**config.mk**
```make
export PLATFORM = sky130hd
export DESIGN_NAME = ram_dump_uart
export DESIGN_NICKNAME = d
export VERILOG_FILES = /design/src/rtl/ram_dump_uart_pkg.sv /design/src/rtl/ram_dump_uart_uart_tx.sv /design/src/rtl/ram_dump_uart.sv
export SDC_FILE = /design/constraint.sdc
export NUM_CORES = 1
export LEC_CHECK = 0
export ABC_CLOCK_PERIOD_IN_PS = 2990
export CAP_MARGIN = 20
export CORE_ASPECT_RATIO = 0.7
export CORE_MARGIN = 1
export CORE_UTILIZATION = 33
export CTS_CLUSTER_DIAMETER = 100
export DETAILED_ROUTE_END_ITERATION = 16
export GPL_TIMING_DRIVEN = 0
export HOLD_SLACK_MARGIN = 0.03
export SETUP_SLACK_MARGIN = 0.5
export SYNTH_ARGS = -nofsm -noshare
export SYNTH_HDL_FRONTEND = slang
export SYNTH_SLANG_ARGS = --single-unit
```
**constraint.sdc**
```tcl
create_clock -name clk -period 2.99 [get_ports clk]
set_input_delay 0.299 -clock clk [delete_from_list [all_inputs] [get_ports clk]]
set_output_delay 0.299 -clock clk [all_outputs]
set_load 0.01 [all_outputs]
```
**src/rtl/ram_dump_uart_pkg.sv**
```systemverilog
// Shared types and constants for the post-halt RAM dump over UART.
// The optional checksum frame is enabled by defining RAM_DUMP_CHECKSUM_EN.
package ram_dump_uart_pkg;

    // Dump sequencer states; CSUM is only reachable when the checksum frame is built in.
    typedef enum logic [2:0] {
        ST_IDLE    = 3'd0,
        ST_FETCH   = 3'd1,
        ST_WAIT    = 3'd2,
        ST_CAPTURE = 3'd3,
        ST_SEND    = 3'd4,
        ST_CSUM    = 3'd5,
        ST_DONE    = 3'd6
    } ram_dump_state_e;

    // Line level between frames and during the stop bit.
    localparam logic UartIdleLevel = 1'b1;

    // Start bit + 8 data bits + stop bit.
    localparam int unsigned UartFrameBits = 10;

    // Running modulo-256 sum of the bytes sent.
    function automatic logic [7:0] csum_add(input logic [7:0] acc, input logic [7:0] data);
        return acc + data;
    endfunction

endpackage

```
**src/rtl/ram_dump_uart_uart_tx.sv**
```systemverilog
// 8N1 UART transmitter: start bit, 8 data bits LSB first, stop bit, each ClksPerBit clocks.
// busy drops one clock before the end of the stop bit so that a caller watching
// for its falling edge leaves its send phase exactly when the frame ends.
module ram_dump_uart_uart_tx
    import ram_dump_uart_pkg::*;
#(
    parameter int unsigned ClksPerBit = 868
) (
    input  logic       clk,
    input  logic       reset,
    input  logic       start,
    input  logic [7:0] data,
    output logic       tx,
    output logic       busy
);

    localparam int unsigned BaudW = $clog2(ClksPerBit);
    localparam logic [BaudW-1:0] BaudLast   = BaudW'(ClksPerBit - 1);
    localparam logic [BaudW-1:0] BaudPenult = BaudW'(ClksPerBit - 2);
    localparam logic [3:0]       StopIdx    = 4'(UartFrameBits - 1);

    logic [BaudW-1:0] r_baud_cnt;
    logic [3:0]       r_bit_cnt;
    logic [8:0]       r_frame;
    logic             r_tx;
    logic             r_busy;

    // Baud timing, bit sequencing and the registered serial line.
    always_ff @(posedge clk) begin
        if (reset) begin
            r_baud_cnt <= '0;
            r_bit_cnt  <= 4'd0;
            r_frame    <= 9'h1FF;
            r_tx       <= UartIdleLevel;
            r_busy     <= 1'b0;
        end else if (!r_busy && start) begin
            // Start bit goes out immediately; remaining bits are data then stop.
            r_baud_cnt <= '0;
            r_bit_cnt  <= 4'd0;
            r_frame    <= {1'b1, data};
            r_tx       <= 1'b0;
            r_busy     <= 1'b1;
        end else if (r_busy) begin
            if (r_baud_cnt == BaudLast) begin
                r_baud_cnt <= '0;
                r_bit_cnt  <= r_bit_cnt + 4'd1;
                r_tx       <= r_frame[0];
                r_frame    <= {1'b1, r_frame[8:1]};
            end else begin
                r_baud_cnt <= r_baud_cnt + {{(BaudW-1){1'b0}}, 1'b1};
            end
            // Release busy for the final clock of the stop bit; the line stays high.
            if ((r_bit_cnt == StopIdx) && (r_baud_cnt == BaudPenult)) begin
                r_busy <= 1'b0;
            end else begin
                r_busy <= 1'b1;
            end
        end else begin
            r_tx <= UartIdleLevel;
        end
    end

    assign tx   = r_tx;
    assign busy = r_busy;

endmodule

```
**src/rtl/ram_dump_uart.sv**
```systemverilog
// Post-halt data RAM dump: walks every word through the debug port and sends each
// byte (little-endian, word 0 first) as an 8N1 UART frame.
// Define RAM_DUMP_CHECKSUM_EN to append one frame carrying the modulo-256 byte sum.
module ram_dump_uart
    import ram_dump_uart_pkg::*;
#(
    parameter int unsigned ClksPerBit = 868,
    parameter int unsigned NWords     = 256
) (
    input  logic       clk,
    input  logic       reset,
    input  logic       halt,
    output logic       ram_debug_en,
    output logic [7:0] ram_addr,
    output logic [1:0] ram_byte_sel,
    input  logic [7:0] ram_data,
    output logic       uart_tx,
    output logic       busy,
    output logic       done
);

    // 9-bit word index so NWords=256 terminates without wrapping.
    localparam logic [8:0] LastWord = 9'(NWords - 1);
`ifdef RAM_DUMP_CHECKSUM_EN
    localparam logic [8:0] AllWords = 9'(NWords);
`endif

    ram_dump_state_e r_state;
    ram_dump_state_e w_state_nxt;
    logic [8:0]      r_word_idx;
    logic [8:0]      w_word_idx_nxt;
    logic [1:0]      r_byte_idx;
    logic [1:0]      w_byte_idx_nxt;
    logic            w_tx_start;
    logic [7:0]      w_tx_data;
    logic            w_tx_busy;
    logic            w_tx;
`ifdef RAM_DUMP_CHECKSUM_EN
    logic [7:0]      r_csum;
`endif

    ram_dump_uart_uart_tx #(
        .ClksPerBit (ClksPerBit)
    ) u_uart_tx (
        .clk   (clk),
        .reset (reset),
        .start (w_tx_start),
        .data  (w_tx_data),
        .tx    (w_tx),
        .busy  (w_tx_busy)
    );

    // State and index registers.
    always_ff @(posedge clk) begin
        if (reset) begin
            r_state    <= ST_IDLE;
            r_word_idx <= 9'd0;
            r_byte_idx <= 2'd0;
        end else begin
            r_state    <= w_state_nxt;
            r_word_idx <= w_word_idx_nxt;
            r_byte_idx <= w_byte_idx_nxt;
        end
    end

`ifdef RAM_DUMP_CHECKSUM_EN
    // Accumulate every captured data byte.
    always_ff @(posedge clk) begin
        if (reset) begin
            r_csum <= 8'd0;
        end else if (r_state == ST_CAPTURE) begin
            r_csum <= csum_add(r_csum, ram_data);
        end else begin
            r_csum <= r_csum;
        end
    end
`endif

    // Next-state, index advance and UART frame launch.
    // The frame is launched while leaving CAPTURE so the start bit begins on the
    // first clock of SEND, which then lasts exactly one frame.
    always_comb begin
        w_state_nxt    = r_state;
        w_word_idx_nxt = r_word_idx;
        w_byte_idx_nxt = r_byte_idx;
        w_tx_start     = 1'b0;
        w_tx_data      = ram_data;
        case (r_state)
            ST_IDLE: begin
                if (halt) begin
                    w_state_nxt = ST_FETCH;
                end else begin
                    w_state_nxt = ST_IDLE;
                end
            end
            ST_FETCH: begin
                w_state_nxt = ST_WAIT;
            end
            ST_WAIT: begin
                w_state_nxt = ST_CAPTURE;
            end
            ST_CAPTURE: begin
                w_tx_start  = 1'b1;
                w_tx_data   = ram_data;
                w_state_nxt = ST_SEND;
            end
            ST_SEND: begin
                if (w_tx_busy) begin
                    w_state_nxt = ST_SEND;
`ifdef RAM_DUMP_CHECKSUM_EN
                end else if (r_word_idx == AllWords) begin
                    // Checksum frame finished.
                    w_state_nxt = ST_DONE;
`endif
                end else if (r_byte_idx != 2'd3) begin
                    w_byte_idx_nxt = r_byte_idx + 2'd1;
                    w_state_nxt    = ST_FETCH;
                end else begin
                    w_byte_idx_nxt = 2'd0;
                    w_word_idx_nxt = r_word_idx + 9'd1;
                    if (r_word_idx == LastWord) begin
`ifdef RAM_DUMP_CHECKSUM_EN
                        w_state_nxt = ST_CSUM;
`else
                        w_state_nxt = ST_DONE;
`endif
                    end else begin
                        w_state_nxt = ST_FETCH;
                    end
                end
            end
            ST_CSUM: begin
`ifdef RAM_DUMP_CHECKSUM_EN
                w_tx_start  = 1'b1;
                w_tx_data   = r_csum;
                w_state_nxt = ST_SEND;
`else
                w_state_nxt = ST_DONE;
`endif
            end
            ST_DONE: begin
                w_state_nxt = ST_DONE;
            end
            default: begin
                w_state_nxt = ST_IDLE;
            end
        endcase
    end

    // Registered port outputs derived from the upcoming state, so they change
    // on the same edge as the state and stay glitch-free between bytes.
    always_ff @(posedge clk) begin
        if (reset) begin
            ram_debug_en <= 1'b0;
            ram_addr     <= 8'd0;
            ram_byte_sel <= 2'd0;
            busy         <= 1'b0;
            done         <= 1'b0;
        end else begin
            ram_debug_en <= (w_state_nxt != ST_IDLE);
            ram_addr     <= w_word_idx_nxt[7:0];
            ram_byte_sel <= w_byte_idx_nxt;
            busy         <= (w_state_nxt != ST_IDLE) && (w_state_nxt != ST_DONE);
            done         <= (w_state_nxt == ST_DONE);
        end
    end

    assign uart_tx = w_tx;

endmodule

```
==> results.sh, run 1 <==
export IMPL_status="completed"
export IMPL_core_area_sq_mm=0.00581
export IMPL_synth_warnings=0
export IMPL_crit_type="flop to flop"
export IMPL_cts_clk_slew_worst_paths_ns=0.08
export IMPL_critPathLaunch="u_uart_tx.r_baud_cnt[0]"
export IMPL_hold_start="r_word_idx[1]"
export IMPL_endpoint_kind="flop"
export IMPL_rrSetupSlack_ns=1.14
export IMPL_critPathRequiredTime_ns=3.18
export IMPL_ios=25
export IMPL_synth_distinct_cells=42
export IMPL_rsz0062_at_grt="false"
export IMPL_worstPathArrival_ns=2.04
export IMPL_final_net_count=269
export IMPL_overflow=0
export IMPL_async_reset_ff_share_pct=0
export IMPL_num_rows=23
export IMPL_relSlewSlack_pct=66.1
export IMPL_cts_sinks=41
export IMPL_grt_pass1_vias=1438
export IMPL_r2r_end="u_uart_tx.r_baud_cnt[4]"
export IMPL_synthToLayoutAreaGrowth_pct=22.5
export IMPL_place_congestion=0.782
export IMPL_slew_violations=0
export IMPL_cts_resized=0
export IMPL_critPathLaunchType="flop"
export IMPL_initial_utilization_pct=34.7
export IMPL_r2r_cells=7
export IMPL_clk_latency_ns=0.29
export IMPL_finalClockSkew_ns=0.00347
export IMPL_viasPerCell=4.91
export IMPL_yosys_area_top_type_share_pct=40.6
export IMPL_grt_pass1_wl_microns=6880
export IMPL_post_dp_hpwl_microns=2890
export IMPL_cts_root_buf="clkbuf_8"
export IMPL_dr_total_vias=1605
export IMPL_hp_class="flop to flop"
export IMPL_max_freq_mhz=539
export IMPL_post_route_min_period_ns=1.85
export IMPL_fin_util_pct=42.6
export IMPL_power_per_cell_area_mw_per_mm2=448
export IMPL_path_max_fanout=10
export IMPL_drv_cap=0
export IMPL_setup_tns_final_ns=0
export IMPL_cellLeakagePower_nw=0.927
export IMPL_irDropWorstVdd_uv=236
export IMPL_finalHoldViolations=0
export IMPL_fin_hold_ws_ns=0.502
export IMPL_cts_hold_buffers=0
export IMPL_synth_seq_area_share_pct=40.6
export IMPL_cts_tree="built"
export IMPL_synth_edff_count=0
export IMPL_crit_path_end="u_uart_tx.r_baud_cnt[4]"
export IMPL_synth_seq_cells=41
export IMPL_clockBufferDepth=2
export IMPL_fillCellCount=576
export IMPL_synth_ff_type="dfxtp_1"
export IMPL_yosys_top_cells_count="41 x dfxtp_1, 25 x nor2_1, 15 x xor2_1"
export IMPL_syn_num_nets=238
export IMPL_htreeDepth=2
export IMPL_die_h_microns=67.5
export IMPL_die_area_sq_mm=0.00644
export IMPL_syn_inst=220
export IMPL_fp_dieW_microns=95.5
export IMPL_drtIter0Drc=94
export IMPL_totalWireLength_microns=4040
export IMPL_yosysMostFrequentCell="dfxtp_1"
export IMPL_gr_usage_all_layers_pct=13.9
export IMPL_first_pass_iters=4
export IMPL_ant_nets=0
export IMPL_cts_made_buffers=5
export IMPL_setup_viol=0
export IMPL_antenna_found_initial=0
export IMPL_portBuffers=24
export IMPL_grt_max_degree=14
export IMPL_yosysTopAreaCell="dfxtp_1"
export IMPL_r2r_start="u_uart_tx.r_baud_cnt[0]"
export IMPL_n_antenna_cell=0
export IMPL_period_share_pct=62.0
export IMPL_worst_pin_slew_ns=0.508
export IMPL_synth_avg_cell_area_sq_um=9.18
export IMPL_wl_per_cell_microns=12.4
export IMPL_post_cts_setup_buffer_count=0
export IMPL_final_layout_size_suffix_gt1_share_pct=16.3
export IMPL_drc=0
export IMPL_synthTopCellsByArea="dfxtp_1 41%, xor2_1 6.5%, nor2_1 4.6%"
export IMPL_syn_cell_area_sq_mm=0.00202
==> critical path, cell delays in order, from the launching register on <==
cell     delay (ns)
dfxtp_1        0.47
ha_1           0.35
and2_1         0.26
and3_1         0.19
buf_6          0.15
or2_1          0.12
buf_6          0.16
nor2_2         0.05
==> state kept, by name, summed over array words and instances, names as in the netlist, 2 cells and up <==
register / count
ram_byte_sel: 2
r_state: 3
u_uart_tx.r_frame: 8
r_word_idx: 9
u_uart_tx.r_bit_cnt: 4
u_uart_tx.r_baud_cnt: 10
==> how the worst min path moves through the flow <==
stage                          to  cells after the start
finish              r_word_idx[1]                      2
global route        r_word_idx[1]                      2
floorplan            ram_debug_en                      2
CTS                 r_word_idx[1]                      2
global placement    r_word_idx[1]                      2
detailed placement  r_word_idx[1]                      2
==> layout make-up <==
cell class	instances	area [sq um]	share of cell area (%)
plain buffers	23	160	6.47
clock buffers	6	82.6	3.34
well taps	75	93.8	3.79
flip-flops and latches	41	821	33.2
inverters	3	11.3	0.455
multi-input cells	153	1030	41.5
clock inverters	2	37.5	1.52
repair buffers	24	240	9.71
==> per-layer routing <==
layer	track usage [%]	share of wire, %	vias to the layer above	wire, microns
met1	20.6	56	735	2270
li1	-	-	830	-
met5	0	0	-	0
met4	3.92	0.47	0	19
met3	3.38	4.3	3	174
met2	19.7	39	37	1580
==> through the flow <==
stage | std cells | total power [mW] | cell area [sq um] | setup slack (ns)
floorplan | 220 | 0.618 | 2020 | 1.37
global placement | 319 | 0.651 | 2350 | 0.917
detailed placement | 319 | 0.652 | 2350 | 0.884
CTS | 327 | 1.12 | 2470 | 1.13
global route | 327 | 1.15 | 2470 | 0.980
finish | 327 | 1.11 | 2470 | 1.14
==> where the power goes <==
part,total (mW),internal (mW),switching [mW],leakage (nW)
registers,0.563,0.556,0.00777,0.332
clock network,0.469,0.272,0.198,0.0574
logic,0.0755,0.0362,0.0392,0.538
total,1.11,0.863,0.245,0.927
==> cell usage in the layout (no fill, tap or decap), types with 2 or more instances in the layout <==
cell,netlist,layout
and2_1,4,4
nor2_1,25,25
clkdlybuf4s50_1,0,24
xnor2_1,3,3
nor2b_1,7,7
nand3_1,7,7
buf_6,2,2
nand2_1,6,6
and4_1,3,3
clkbuf_1,3,3
buf_2,7,7
mux2i_1,3,3
xor2_1,15,15
clkbuf_8,0,6
nor4_1,2,2
nor2_2,10,10
o21ai_0,3,3
a211oi_1,2,2
and3_1,5,5
nand4_1,12,12
buf_4,9,9
nor3_1,8,8
a21oi_1,9,9
ha_1,7,7
inv_1,3,3
a221oi_1,7,7
dfxtp_1,41,41
==> cell families (layout without fill, tap and decap cells) <==
group	Yosys count	in the layout	share of synthesized area (%)
AND/OR/NAND/NOR	97	97	27.4
flip-flops	41	41	40.6
AO/OA/AOI/OAI	28	28	9.79
buffers and inverters	26	58	8.49
XOR/XNOR	18	18	7.81
adder cells (fa/ha/maj)	7	7	4.34
multiplexers	3	3	1.49
Power figures use the tool's default switching activity.
==> inputs of run 2 (changes only) <==
ABC_CLOCK_PERIOD_IN_PS = 1700   (was 2990)
clock period = 1.7 ns   (was 2.99 ns; I/O delays follow)
==> run 2 against run 1 <==
Compared with the run above:
- first-iteration DRC count down 8.5%
- clock skew rose by 0.011 ns
- non-clock buffer count grew 36
==> results.sh, run 2 (same netlist as run 1, synthesis figures left out) <==
export IMPL_status="completed"
export IMPL_grt_max_degree=13
export IMPL_top_register="u_uart_tx.r_baud_cnt"
export IMPL_final_net_count=305
export IMPL_core_area_sq_mm=0.00581
export IMPL_antenna_found_initial=0
export IMPL_reg_top3="u_uart_tx.r_baud_cnt: 10 flops, r_word_idx: 9 flops, u_uart_tx.r_frame: 8 flops"
export IMPL_cts_made_buffers=5
export IMPL_irDropWorstVdd_uv=308
export IMPL_rsz0062_at_grt="true"
export IMPL_htreeDepth=2
export IMPL_cts_sinks=41
export IMPL_cellLeakagePower_nw=1.26
export IMPL_ant_nets=0
export IMPL_dr_total_vias=1811
export IMPL_viasPerCell=5.00
export IMPL_worstPathArrival_ns=1.77
export IMPL_initial_utilization_pct=34.7
export IMPL_die_h_microns=67.5
export IMPL_gr_usage_all_layers_pct=16.3
export IMPL_num_rows=23
export IMPL_fin_hold_ws_ns=0.479
export IMPL_cp_num_buf_inv=3
export IMPL_totalWireLength_microns=5240
export IMPL_clockBufferDepth=2
export IMPL_slew_violations=0
export IMPL_post_route_min_period_ns=1.54
export IMPL_slowest_delay_ns=0.33
export IMPL_power_per_cell_area_mw_per_mm2=621
export IMPL_post_dp_hpwl_microns=2820
export IMPL_relSlewSlack_pct=73.5
export IMPL_finalHoldViolations=0
export IMPL_overflow=0
export IMPL_drc=0
export IMPL_synthToLayoutAreaGrowth_pct=56.6
export IMPL_critPathLaunchType="flop"
export IMPL_layout_common_cells="31 x buf_4, 22 x nor2_1, 21 x buf_6, 20 x dfxtp_1, 15 x xor2_1"
export IMPL_worst_pin_slew_ns=0.397
export IMPL_endpoint_kind="flop"
export IMPL_die_area_sq_mm=0.00644
export IMPL_grt_pass1_wl_microns=7890
export IMPL_layout_commonest_cell="buf_4"
export IMPL_cts_root_buf="clkbuf_8"
export IMPL_critPathRequiredTime_ns=1.93
export IMPL_worst_path_max_delay_cell="dfxtp_2"
export IMPL_wl_per_cell_microns=14.5
export IMPL_clk_latency_ns=0.30
export IMPL_path_max_fanout=5
export IMPL_fin_cells=362
export IMPL_portBuffers=24
export IMPL_largest_reg_flops=10
export IMPL_crit_type="flop to flop"
export IMPL_ios=25
export IMPL_final_layout_size_suffix_gt1_share_pct=49.8
export IMPL_critical_path_top_delay_family="simple AND/OR/NAND/NOR gates"
export IMPL_finalClockSkew_ns=0.0147
export IMPL_n_antenna_cell=0
export IMPL_period_share_pct=90.4
export IMPL_cts_tree="built"
export IMPL_cts_hold_buffers=0
export IMPL_first_pass_iters=4
export IMPL_max_freq_mhz=651
export IMPL_setup_viol=0
export IMPL_cts_clk_slew_worst_paths_ns=0.09
export IMPL_grt_pass1_vias=1580
export IMPL_hp_class="primary input to flop"
export IMPL_post_place_cells=319
export IMPL_drtIter0Drc=86
export IMPL_fp_dieW_microns=95.5
export IMPL_place_congestion=0.784
export IMPL_crit_chain="buf_6 -> and4bb_1 -> or2_0 -> buf_4 -> or2_4 -> buf_8 -> nor2_4"
export IMPL_drv_cap=0
## run 2: cell count changes in the layout (fill, tap and decap cells not counted), moves of 5 or more
cell and delta:
buf_4 +22, dfxtp_1 -21, buf_6 +19, clkdlybuf4s50_1 -15, dfxtp_2 +14, buf_2 -7
dfxtp_4 +7, dlygate4sd2_1 +6, nor3_1 -6, nor2_4 +5, nor3_2 +5
## run 2: final timing paths
path / slack [ns] / endpoint / startpoint / cells after the start
max: 0.16 / u_uart_tx.r_baud_cnt[0] / r_state[0] / 7
min: 0.48 / u_uart_tx.r_frame[2] / ram_data[2] / 3
max reg2reg: 0.16 / u_uart_tx.r_baud_cnt[0] / r_state[0] / 7
min reg2reg: 0.51 / r_word_idx[1] / r_word_idx[1] / 2
## run 2: layout make-up
cell class | instances | area (sq um)
Inverter | 3 | 11.3
Tap cell | 75 | 93.8
Clock buffer | 5 | 68.8
Buffer | 23 | 239
Sequential cell | 41 | 865
Fill cell | 515 | 2650
Timing Repair Buffer | 60 | 583
Clock inverter | 2 | 35.0
Multi-Input combinational cell | 153 | 1270
## run 2: timing repair
action | CTS | global route
resized for setup | 71 | 62
pin swaps | 31 | 23
buffers inserted | 27 | 4
setup endpoints to repair | 54 | 48
gates cloned | 4 | 1
## run 2: stage by stage
step           power, mW  utilization [%]  instance area [sq um]  worst slack (ns)  TNS, ns
2_1_floorplan       1.10                -                   2100             0.224        0
3_3_place_gp        1.15             41.9                   2440            -0.243    -1.13
3_5_place_dp        1.16             41.9                   2440            -0.271    -1.23
4_1_cts             1.94             49.5                   2880             0.149        0
5_1_grt             2.03             54.4                   3160             0.105        0
6_report            1.96             54.4                   3160             0.164        0
## run 2: report_power, final
part	switching [mW]	internal (mW)	leakage (nW)	total, mW
registers	0.0154	0.969	0.344	0.984
logic	0.0976	0.103	0.863	0.201
clock network	0.351	0.427	0.0540	0.778
## run 2: worst register-to-register path, cell delays in order (launching register included)
cell      delay, ns
dfxtp_2        0.33
buf_6          0.12
and4bb_1       0.22
or2_0          0.21
buf_4          0.14
or2_4          0.24
buf_8          0.15
nor2_4         0.07
## run 2: layer usage
metal  track usage (%)  up-vias  part of all wire (%)
li1                  -      900                     -
met1              24.7      868                    53
met2              22.5       39                    43
met3              5.07        4                   3.5
met4              2.80        0                  0.63
met5                 0        -                     0
==> inputs of run 3 (changes only) <==
CAP_MARGIN = not set   (was 20)
CTS_BUF_LIST = sky130_fd_sc_hd__clkbuf_8   (was not set)
==> results of run 3 <==
The final DEF is identical to that of run 2; final timing and power are the same.
